===== config.mk =====
export PLATFORM = sky130hd
export DESIGN_NAME = alu_pipe_flat
export DESIGN_NICKNAME = d
export VERILOG_FILES = /design/src/rtl/alu_pipe_if.sv /design/src/rtl/alu_pipe.sv /design/src/flat_wrapper.sv
export SDC_FILE = /design/constraint.sdc
export NUM_CORES = 1
export LEC_CHECK = 0
export ABC_CLOCK_PERIOD_IN_PS = 4400
export BUFFER_PORTS_ARGS = -buffer_cell sky130_fd_sc_hd__buf_2
export CAP_MARGIN = 40
export CORE_ASPECT_RATIO = 1.75
export CORE_MARGIN = 2
export CORE_UTILIZATION = 38
export CTS_BUF_LIST = sky130_fd_sc_hd__clkbuf_8
export DETAILED_ROUTE_END_ITERATION = 12
export SYNTH_ARGS = -nofsm -noshare
export SYNTH_HDL_FRONTEND = slang
export SYNTH_SLANG_ARGS = --single-unit

===== constraint.sdc =====
create_clock -name clk -period 4.4 [get_ports clk]
set_clock_uncertainty 0.05 [all_clocks]
set_input_delay 0.44 -clock clk [delete_from_list [all_inputs] [get_ports clk]]
set_output_delay 0.44 -clock clk [all_outputs]
set_load 0.1 [all_outputs]

===== src/rtl/alu_pipe_if.sv =====
// Operation/result bundle for alu_pipe.
// Handshake: an operation transfers on a rising edge where in_valid && in_ready;
// a result transfers on a rising edge where out_valid && out_ready. A producer
// holding valid high keeps its payload stable until the transfer, and ready may
// depend combinationally on the opposite side's ready but never on valid.
interface alu_pipe_if #(
  parameter int WIDTH = 64,
  parameter int TAG_W = 4
);
  logic             in_valid;
  logic             in_ready;
  logic [1:0]       op;
  logic [WIDTH-1:0] a;
  logic [WIDTH-1:0] b;
  logic             set_cc;
  logic [TAG_W-1:0] tag_in;
  logic             out_valid;
  logic             out_ready;
  logic [WIDTH-1:0] result;
  logic             ovf;
  logic [TAG_W-1:0] tag_out;
  logic             cc_zf;
  logic             cc_sf;
  logic             cc_of;

  // Producer/consumer side (execute stage or bench).
  modport master (
    output in_valid, op, a, b, set_cc, tag_in, out_ready,
    input  in_ready, out_valid, result, ovf, tag_out, cc_zf, cc_sf, cc_of
  );

  // ALU side.
  modport slave (
    input  in_valid, op, a, b, set_cc, tag_in, out_ready,
    output in_ready, out_valid, result, ovf, tag_out, cc_zf, cc_sf, cc_of
  );
endinterface


===== src/rtl/alu_pipe.sv =====
// Registered ALU: add/sub/and/xor with one result register, a valid/ready
// handshake on both sides and a Y86-style condition-code register (ZF/SF/OF).
module alu_pipe #(
  parameter int WIDTH = 64,
  parameter int TAG_W = 4
) (
  input logic       clk,
  input logic       rst,
  alu_pipe_if.slave bus
);
  localparam int MSB = WIDTH - 1;

  localparam logic [1:0] OP_ADD = 2'd0;
  localparam logic [1:0] OP_SUB = 2'd1;
  localparam logic [1:0] OP_AND = 2'd2;

  logic             out_valid_q;
  logic [WIDTH-1:0] result_q;
  logic             ovf_q;
  logic [TAG_W-1:0] tag_q;
  logic             zf_q;
  logic             sf_q;
  logic             of_q;

  logic             accept;
  logic [WIDTH-1:0] r_next;
  logic             ovf_next;

  // The result register may take a new op when empty or being drained this cycle.
  assign bus.in_ready = !out_valid_q || bus.out_ready;
  assign accept       = bus.in_valid && bus.in_ready;

  assign bus.out_valid = out_valid_q;
  assign bus.result    = result_q;
  assign bus.ovf       = ovf_q;
  assign bus.tag_out   = tag_q;
  assign bus.cc_zf     = zf_q;
  assign bus.cc_sf     = sf_q;
  assign bus.cc_of     = of_q;

  // Combinational ALU result and signed overflow for the presented operation.
  always_comb begin
    r_next   = '0;
    ovf_next = 1'b0;
    case (bus.op)
      OP_ADD: begin
        r_next   = bus.a + bus.b;
        ovf_next = (bus.a[MSB] == bus.b[MSB]) && (r_next[MSB] != bus.a[MSB]);
      end
      OP_SUB: begin
        r_next   = bus.a - bus.b;
        ovf_next = (bus.a[MSB] != bus.b[MSB]) && (r_next[MSB] != bus.a[MSB]);
      end
      OP_AND: begin
        r_next = bus.a & bus.b;
      end
      default: begin
        r_next = bus.a ^ bus.b;
      end
    endcase
  end

  // Result register: load on accept, drop valid on a retire with no new op.
  always_ff @(posedge clk) begin
    if (rst) begin
      out_valid_q <= 1'b0;
      result_q    <= '0;
      ovf_q       <= 1'b0;
      tag_q       <= '0;
    end else if (accept) begin
      out_valid_q <= 1'b1;
      result_q    <= r_next;
      ovf_q       <= ovf_next;
      tag_q       <= bus.tag_in;
    end else if (bus.out_ready) begin
      out_valid_q <= 1'b0;
    end
  end

  // Condition codes change only when an accepted op asks for it.
  always_ff @(posedge clk) begin
    if (rst) begin
      zf_q <= 1'b1;
      sf_q <= 1'b0;
      of_q <= 1'b0;
    end else if (accept && bus.set_cc) begin
      zf_q <= (r_next == '0);
      sf_q <= r_next[MSB];
      of_q <= ovf_next;
    end
  end
endmodule


===== src/flat_wrapper.sv =====
// flat-port wrapper written by rule: the top's interface ports become plain ports
module alu_pipe_flat 
#(
  parameter int WIDTH = 64,
  parameter int TAG_W = 4
)
  (clk, rst, bus_in_valid, bus_op, bus_a, bus_b, bus_set_cc, bus_tag_in, bus_out_ready, bus_in_ready, bus_out_valid, bus_result, bus_ovf, bus_tag_out, bus_cc_zf, bus_cc_sf, bus_cc_of);
  alu_pipe_if #(.WIDTH(WIDTH), .TAG_W(TAG_W)) bus_i ();
  input logic clk;
  input logic rst;
  input wire logic [$bits(bus_i.in_valid)-1:0] bus_in_valid;
  input wire logic [$bits(bus_i.op)-1:0] bus_op;
  input wire logic [$bits(bus_i.a)-1:0] bus_a;
  input wire logic [$bits(bus_i.b)-1:0] bus_b;
  input wire logic [$bits(bus_i.set_cc)-1:0] bus_set_cc;
  input wire logic [$bits(bus_i.tag_in)-1:0] bus_tag_in;
  input wire logic [$bits(bus_i.out_ready)-1:0] bus_out_ready;
  output wire logic [$bits(bus_i.in_ready)-1:0] bus_in_ready;
  output wire logic [$bits(bus_i.out_valid)-1:0] bus_out_valid;
  output wire logic [$bits(bus_i.result)-1:0] bus_result;
  output wire logic [$bits(bus_i.ovf)-1:0] bus_ovf;
  output wire logic [$bits(bus_i.tag_out)-1:0] bus_tag_out;
  output wire logic [$bits(bus_i.cc_zf)-1:0] bus_cc_zf;
  output wire logic [$bits(bus_i.cc_sf)-1:0] bus_cc_sf;
  output wire logic [$bits(bus_i.cc_of)-1:0] bus_cc_of;
  assign bus_i.in_valid = bus_in_valid;
  assign bus_i.op = bus_op;
  assign bus_i.a = bus_a;
  assign bus_i.b = bus_b;
  assign bus_i.set_cc = bus_set_cc;
  assign bus_i.tag_in = bus_tag_in;
  assign bus_i.out_ready = bus_out_ready;
  assign bus_in_ready = bus_i.in_ready;
  assign bus_out_valid = bus_i.out_valid;
  assign bus_result = bus_i.result;
  assign bus_ovf = bus_i.ovf;
  assign bus_tag_out = bus_i.tag_out;
  assign bus_cc_zf = bus_i.cc_zf;
  assign bus_cc_sf = bus_i.cc_sf;
  assign bus_cc_of = bus_i.cc_of;
  alu_pipe #(.WIDTH(WIDTH), .TAG_W(TAG_W)) u_core (.clk(clk), .rst(rst), .bus(bus_i));
endmodule

==> summary.md, run 1 <==
| Metric | Value |
|---|---|
| Die area | 35900 um^2 |
| Final total power | 4.71 mW |
| Peak supply drop | ~0.00014 V |
| Status | finished with violations |
| Vias per inst | a little under 6 |
| Synth warn | 0 |
| Pre-CTS setup slack | -0.700 ns |
| Largest stage delay on the critical path | around 0.56 ns |
| Area grow syn2layout | 49.8% |
| Mapped Area | ~13000 um^2 |
| Die Width | roughly 140 um |
| Fin cells | roughly 3200 |
| Setup CP Type | input pin to flop |
| Post-DP Area | 18800 um^2 |
| Row cnt | about 90 |
| Fin crit share | 103% |
| Number of antenna violations at the first check in global routing | 0 |
| Final Wtd Congestion | 0.996 |
| Mean post-synth cell area | between 6 and 7 um^2 |
| Setup violators final | 1 |
| CTS tree | built |
| Crit path max fanout | 3 |
| Worst setup margin | -0.113 ns |
| Failing checks | setup timing |
| Final instance area | just under 20000 um^2 |
| Most common cell on crit path | buf_4 |
| Seq cells post-synth | between 70 and 80 |
| Hold Buf Count CTS | 0 |
| Crit path capture type | flop |
| Grt peak-use layer | met2 |
| Cells along the critical path | buf_2 -> inv_1 -> ha_1 -> buf_4 -> a21oi_1 -> nand2_1 -> o21ai_2 -> a211oi_2 -> buf_4 -> o211ai_1 -> a41oi_2 -> a2111o_1 -> mux2i_1 -> nor3_2 -> nand4_1 -> or4_4 -> or4b_4 -> o31ai_2 |
| Total track usage | about two fifths |
| Clk buf depth | 2 |
| Critical path arrival | roughly 4.8 ns |
| Hold Slack | about 0.26 ns |
| Synth Flop Type | dfxtp_1 |
| Root buffer cell | clkbuf_8 |
| Sum of negative setup slack | -0.113 ns |
| Clk_lat worst skew | roughly 0.36 ns |
| Grt met1 use | 34.6% |
| Syn_nets | 2242 |
| Wire per inst | about 23 um |
| CP max stage cell | or4_4 |
| Max Fclk | about 220 MHz |
| Fin nets | between 2000 and 3000 |
| EDFF count, synth | 0 |
| FFs w/ async S/R, synth | 0% |
| Layout cells sized above 1 | between 30% and 40% |
| Met3 track demand over resource | 4.71% |
| Least-Margin Pin Slew | 0.906 ns |
| # DRC | 0 |
| Synthesized instance count | 1973 |
| Met2 usage | 73.7% |
| Largest net degree at the start of global routing | 75 |
| Initial Utilization | between 30% and 40% |
| Post-route ant nets | 0 |
| Dpl cells | about 3100 |
| CP top delay family | compound AO/OA/AOI/OAI gates |
| First-pass GRT wire length | 108 mm |
| Clock transition at path regs | approximately 0.10 ns |
| Hold Violations, Final | 0 |
| Total length of routed wires | about 74 mm |
| Number of buffers added on ports | ~210 |
| Ports | roughly 210 |
| Crit path time final | 4.51 ns |
| Max Cap Viol | 0 |
| Synth unique cells | 98 |
| First DRT Iteration DRCs | ~1200 |
| Ant. Diodes | 0 |
| Fin. max-slew vios | 0 |
| Routed via count | between 15000 and 20000 |
| Core ar. | about 34000 um^2 |
| TritonCTS Buffers | 9 |
| Unrepaired setup endpoints after global routing | true |
| TritonRoute pass-1 iters | 6 |
| Worst rel slew slack | between 30 and 40% |
| Leak pwr | 9.14 nW |
| Die height | between 200 and 250 um |
| Sink Count | 73 |
| Number of global-route vias before repair | 18900 |
| Share of the yosys chip area belonging to registers | roughly 11% |
| WP buf/inv | 4 |
| Pwr per Cell Area | ~240 nW/um^2 |
| GRT overflow | 0 |
| Depth of the CTS H-tree | 3 |
| CP startpoint kind | input pin |
| Post-DP HPWL | ~61 mm |
| Worst Path Required | around 4.6 ns |
| Final core occ | between 50 and 60% |
| Worst Hold Class | input pin to flop |
## flip-flops by register name, indices dropped and copies added (netlist names)
name and flops:
u_core.bus.ovf 1, u_core.bus.cc_sf 1, u_core.bus.cc_of 1, u_core.bus.out_valid 1, u_core.bus.cc_zf 1, u_core.bus.tag_out 4
u_core.bus.result 64
## path summary, 6_finish.rpt
path,start,to,slack [ns],cells after the start
worst max-delay path,bus_b[5],u_core.bus.cc_zf$_SDFFE_PP1P_,-0.11,18
worst min-delay path,bus_tag_in[1],u_core.bus.tag_out[1]$_SDFFE_PP0P_,0.26,3
worst max register to register,u_core.bus.out_valid$_SDFFE_PP0P_,u_core.bus.cc_zf$_SDFFE_PP1P_,1.06,11
worst min register to register,u_core.bus.result[43]$_SDFFE_PP0P_,u_core.bus.result[43]$_SDFFE_PP0P_,0.40,2
## cells in the mapped netlist, types with 23 or more instances
| master | n | area (um^2) |
|---|---|---|
| inv_1 | 131 | 492 |
| dfxtp_1 | 73 | 1460 |
| o21ai_0 | 111 | 556 |
| nor2_1 | 191 | 717 |
| nand4_1 | 38 | 238 |
| xnor2_1 | 41 | 359 |
| nand3_1 | 52 | 260 |
| o211ai_1 | 23 | 173 |
| a21oi_1 | 237 | 1190 |
| o21bai_1 | 26 | 195 |
| nand2_1 | 227 | 852 |
| ha_1 | 128 | 1600 |
| nor4_1 | 44 | 275 |
| nor3_1 | 54 | 270 |
| a211oi_1 | 52 | 390 |
| mux2i_1 | 40 | 400 |
| clkbuf_1 | 89 | 334 |
| o31ai_1 | 48 | 360 |
## what timing repair did
action	CTS	global route
resized for setup	40	44
pin swaps	17	35
buffers inserted	9	7
setup endpoints to repair	1	2
## worst reg2reg max path, stage by stage (launching register included)
cell,delay [ns]
dfxtp_1,0.33
nand2b_1,0.18
and2_2,0.21
nand4_1,0.12
nor3b_1,0.25
nand4_1,0.22
or4_1,0.46
or4_4,0.44
or4_4,0.56
nor4_4,0.14
nand4_1,0.12
o31ai_2,0.19
## cells by family (layout without fill, tap and decap cells)
family                   Yosys count  after routing  share of synthesized area, %
flip-flops                        73             73                          11.2
multiplexers                      46             46                          3.67
AND/OR/NAND/NOR                  711            711                          25.8
buffers and inverters            272            994                          8.12
AO/OA/AOI/OAI                    697            697                          35.7
adder cells (fa/ha/maj)          130            130                          12.6
XOR/XNOR                          44             44                          2.95
## layer usage
layer,wire (um),vias up
met5,0,-
met4,9800,0
met3,3070,386
met2,37700,831
met1,23000,8709
li1,-,8690
## power breakdown
part	internal [mW]	switching (mW)	leakage [nW]	total (mW)
logic	1.30	2.07	8.44	3.37
registers	0.720	0.0371	0.603	0.757
clock network	0.274	0.306	0.100	0.580
total	2.29	2.41	9.14	4.71
## area by class of cell
| type | instances | area (um^2) |
|---|---|---|
| inverters | 143 | 541 |
| clock inverters | 7 | 85.1 |
| clock buffers | 9 | 124 |
| well taps | 455 | 569 |
| flip-flops and latches | 73 | 1460 |
| multi-input cells | 1628 | 10900 |
| fillers | 3427 | 14200 |
| repair buffers | 835 | 5840 |
## placed cells by master, fill, tap and decap left out, types with 41 or more instances in the layout
cell type  instances
a211oi_1          46
a21oi_1          229
buf_2            211
buf_4            615
dfxtp_1           73
ha_1             123
inv_1            127
nand2_1          224
nand3_1           52
nor2_1           188
nor3_1            51
o21ai_0          109
xnor2_1           41
No activity file was read; power rests on OpenSTA's default activity.
==> run 2: changes to the inputs <==
--- a/config.mk
+++ b/config.mk
@@ -5,7 +5,8 @@
 export SDC_FILE = /design/constraint.sdc
 export NUM_CORES = 1
 export LEC_CHECK = 0
-export ABC_CLOCK_PERIOD_IN_PS = 4400
+export ABC_AREA = 1
+export ABC_CLOCK_PERIOD_IN_PS = 5100
 export BUFFER_PORTS_ARGS = -buffer_cell sky130_fd_sc_hd__buf_2
 export CAP_MARGIN = 40
 export CORE_ASPECT_RATIO = 1.75
==> constraint.sdc (replaced) <==
create_clock -name clk -period 5.1 [get_ports clk]
set_clock_uncertainty 0.05 [all_clocks]
set_input_delay 0.51 -clock clk [delete_from_list [all_inputs] [get_ports clk]]
set_output_delay 0.51 -clock clk [all_outputs]
set_load 0.1 [all_outputs]
==> run 2 against run 1 <==
The flow now finishes without violations. Sequential share of layout area is 0.92 points higher. Global-route usage increased by 1.2 points. Count of clock-buffer cells in the layout rose by 1. Core utilization shrank 16 points. Flip-flop and latch count is the same. Worst setup slack gained 1.6 ns. Via count up 12%. Largest cell class unchanged.
==> summary.md, run 2 <==
| Metric | Value |
|---|---|
| Crit path time final | 3.61 ns |
| Routed via count | around 21000 |
| Total length of routed wires | a little under 90 mm |
| Unrepaired setup endpoints after global routing | false |
| Most frequent cells in the layout | nand2_1 (956), inv_1 (536), nor2_1 (370) |
| Final Wtd Congestion | around 1.1 |
| Wire per inst | between 20 and 25 um |
| Leak pwr | between 9 and 10 nW |
| Total track usage | between 40% and 50% |
| CP startpoint kind | input pin |
| Seq cells post-synth | 73 |
| Most instantiated cells after synthesis | nand2_1 (956), inv_1 (536), nor2_1 (371), nand3_1 (306), o21ai_0 (166) |
| Clk_lat worst skew | ~0.35 ns |
| Root buffer cell | clkbuf_8 |
| FILL cells | 4979 |
| Crit path max fanout | 10 |
| GRT overflow | 0 |
| Fin nets | roughly 3500 |
| Mean post-synth cell area | around 5 um^2 |
| Initial Utilization | between 30% and 40% |
| Pwr per Cell Area | roughly 200 nW/um^2 |
| Yosys top cell by area | nand2_1 |
| CP max stage cell | a21boi_0 |
| Most common cell on crit path | nand2_1 |
| Synthesized instance count | 3110 |
| Least-Margin Pin Slew | 0.997 ns |
| FFs w/ async S/R, synth | 0% |
| TritonCTS Buffers | 9 |
| Largest net degree at the start of global routing | between 100 and 150 |
| TritonRoute pass-1 iters | 6 |
| Hold Violations, Final | 0 |
| Depth of the CTS H-tree | 3 |
| Clock transition at path regs | ~0.08 ns |
| Share of the yosys chip area belonging to registers | a little under a tenth |
| Sink Count | 73 |
| Switching Share | between 50% and 60% |
| Area of the multi-input gates | between 10000 and 15000 um^2 |
| Synth Flop Type | dfxtp_1 |
| Row cnt | just under 100 |
| Status | complete, no violations |
| Max Cap Viol | 0 |
| Comb pwr share | between 60% and 70% |
| Synth warn | 0 |
| Setup CP Type | input pin to flop |
| Sequential cell area | about 1500 um^2 |
| Final total power | around 3.5 mW |
| Die area | ~43000 um^2 |
| Clock group share of total power | between 10% and 20% |
| Pint | roughly 1.4 mW |
| Ports | around 210 |
| P_sw | between 2 and 2.5 mW |
| Area grow syn2layout | 9.64% |
| First DRT Iteration DRCs | a little under 2000 |
| Layout cells sized above 1 | about an eighth |
| Setup violators final | 0 |
| Setup Fix Bufs, Post-CTS | 0 |
| Number of antenna violations at the first check in global routing | 3 |
| Synth area leaders | nand2_1 (23%), inv_1 (13%), ha_1 (10%) |
| Synth unique cells | 44 |
| Number of buffers added on ports | approximately 210 |
| Post-route ant nets | 0 |
| Number of global-route vias before repair | between 20000 and 25000 |
| Core ar. | roughly 41000 um^2 |
| Max reg flops | between 60 and 70 |
| CTS tree | built |
| Peak supply drop | ~0.00017 V |
| Fin crit share | a little over two thirds |
| Post-DP HPWL | approximately 73 mm |
| First-pass GRT wire length | 129 mm |
| Worst rel slew slack | 33.0% |
| Vias per inst | 5.45 |
| EDFF count, synth | 0 |
| Most common cell after layout, fill and taps aside | nand2_1 |
| Flop pwr share | a little under a fifth |
| Final core occ | between 40% and 50% |
| Max Fclk | 277 MHz |
| CTS resizes | 0 |
| Fin. max-slew vios | 0 |
| Crit path capture type | flop |
| # DRC | 0 |
| Critical path arrival | 3.85 ns |
| Yosys top cell area share | between 20% and 30% |
| Clk buf depth | 2 |
| Sum of negative setup slack | 0 ns |
| Die height | ~270 um |
| Cells along the critical path | buf_2 -> inv_1 -> ha_1 -> inv_1 -> a21oi_1 -> a21boi_0 -> o21a_1 -> nand2_1 -> a21oi_1 -> nand3_1 -> nand3_1 -> nand3_1 -> nand2_1 -> nand2_1 -> nor2_1 -> nand2_1 -> nor2_1 -> nand3_1 -> nand2_1 |
| Hold Buf Count CTS | 0 |
| Most frequent cell after synthesis | nand2_1 |
| Worst Path Required | between 5 and 6 ns |
| Mapped Area | 15900 um^2 |
| Largest stage delay on the critical path | 0.61 ns |
| Worst Hold Class | input pin to flop |
| Die Width | ~160 um |
| Syn_nets | roughly 3400 |
==> run 2: cell types whose count changed in the layout (fill, tap and decap cells not counted), sizes merged, moves of 40 or more <==
| cell | before | now |
|---|---|---|
| nor2 | 193 | 434 |
| o31ai | 49 | 1 |
| mux2i | 40 | 0 |
| a21oi | 242 | 178 |
| o21ai | 122 | 177 |
| nand2 | 227 | 980 |
| nand3 | 53 | 312 |
| a211oi | 55 | 0 |
| inv | 141 | 571 |
| buf | 835 | 230 |
| xnor2 | 41 | 1 |
| nor4 | 49 | 4 |
==> run 2: cell type report <==
class                           instances  area share (%)
Timing Repair Buffer                  230            7.02
Multi-Input combinational cell       2364            67.0
Clock buffer                           10           0.791
Clock inverter                          6           0.417
Tap cell                              555            3.99
Inverter                              571            12.3
Antenna cell                            2          0.0288
Sequential cell                        73            8.40
==> run 2: metal layers <==
layer	vias up	wire [um]	track usage (%)	share of wire, %
met4	2	13700	48.9	16
met1	9156	26700	36.7	30
li1	9980	-	-	-
met3	541	5670	10.4	6.4
met5	-	13	0	0.015
met2	1090	41900	69.0	48
==> run 2: path summary, 6_finish.rpt <==
check / slack (ns) / to / from / depth (start not counted)
max: 1.49 / u_core.bus.cc_zf$_SDFFE_PP1P_ / bus_b[58] / 19
min: 0.32 / u_core.bus.out_valid$_SDFFE_PP0P_ / rst / 2
max reg2reg: 2.66 / u_core.bus.cc_of$_SDFFE_PP0P_ / u_core.bus.out_valid$_SDFFE_PP0P_ / 10
min reg2reg: 0.43 / u_core.bus.tag_out[1]$_SDFFE_PP0P_ / u_core.bus.tag_out[1]$_SDFFE_PP0P_ / 2
==> run 2: cell families (layout without fill, tap and decap cells) <==
| group | after synthesis | count (layout) | share of synthesized area [%] |
|---|---|---|---|
| AND/OR/NAND/NOR | 1827 | 1827 | 49.1 |
| buffers and inverters | 673 | 817 | 17.4 |
| AO/OA/AOI/OAI | 405 | 405 | 13.9 |
| adder cells (fa/ha/maj) | 130 | 130 | 10.3 |
| flip-flops | 73 | 73 | 9.21 |
| XOR/XNOR | 2 | 2 | 0.110 |
| other | 0 | 2 | 0 |
==> run 2: power groups by stage <==
stage | combinational, mW | clock [mW] | sequential, mW
6_report | 2.42 | 0.476 | 0.649
5_1_grt | 2.59 | 0.512 | 0.654
4_1_cts | 2.34 | 0.483 | 0.649
3_5_place_dp | 2.33 | 0 | 0.662
3_3_place_gp | 2.34 | 0 | 0.663
2_1_floorplan | 1.22 | 0 | 1.03
==> run 2: critical path, delay by kind of cell <==
family / cells / cell delay (ns)
buffers and inverters: 3 / 0.26
AOI/OAI and AO/OA: 4 / 1.53
and+or+nand+nor: 11 / 1.06
adders and majority gates: 1 / 0.47
==> run 2: stage by stage <==
step / worst slack, ns / cells / cell area (um^2) / hold slack (ns)
after floorplan: 1.90 / 3110 / 15900 / 0.529
after global placement: 1.27 / 3791 / 17200 / 0.408
after detailed placement: 1.29 / 3793 / 17200 / 0.417
after CTS: 1.64 / 3809 / 17400 / 0.300
after global routing: 1.22 / 3809 / 17400 / 0.313
final: 1.49 / 3811 / 17400 / 0.316
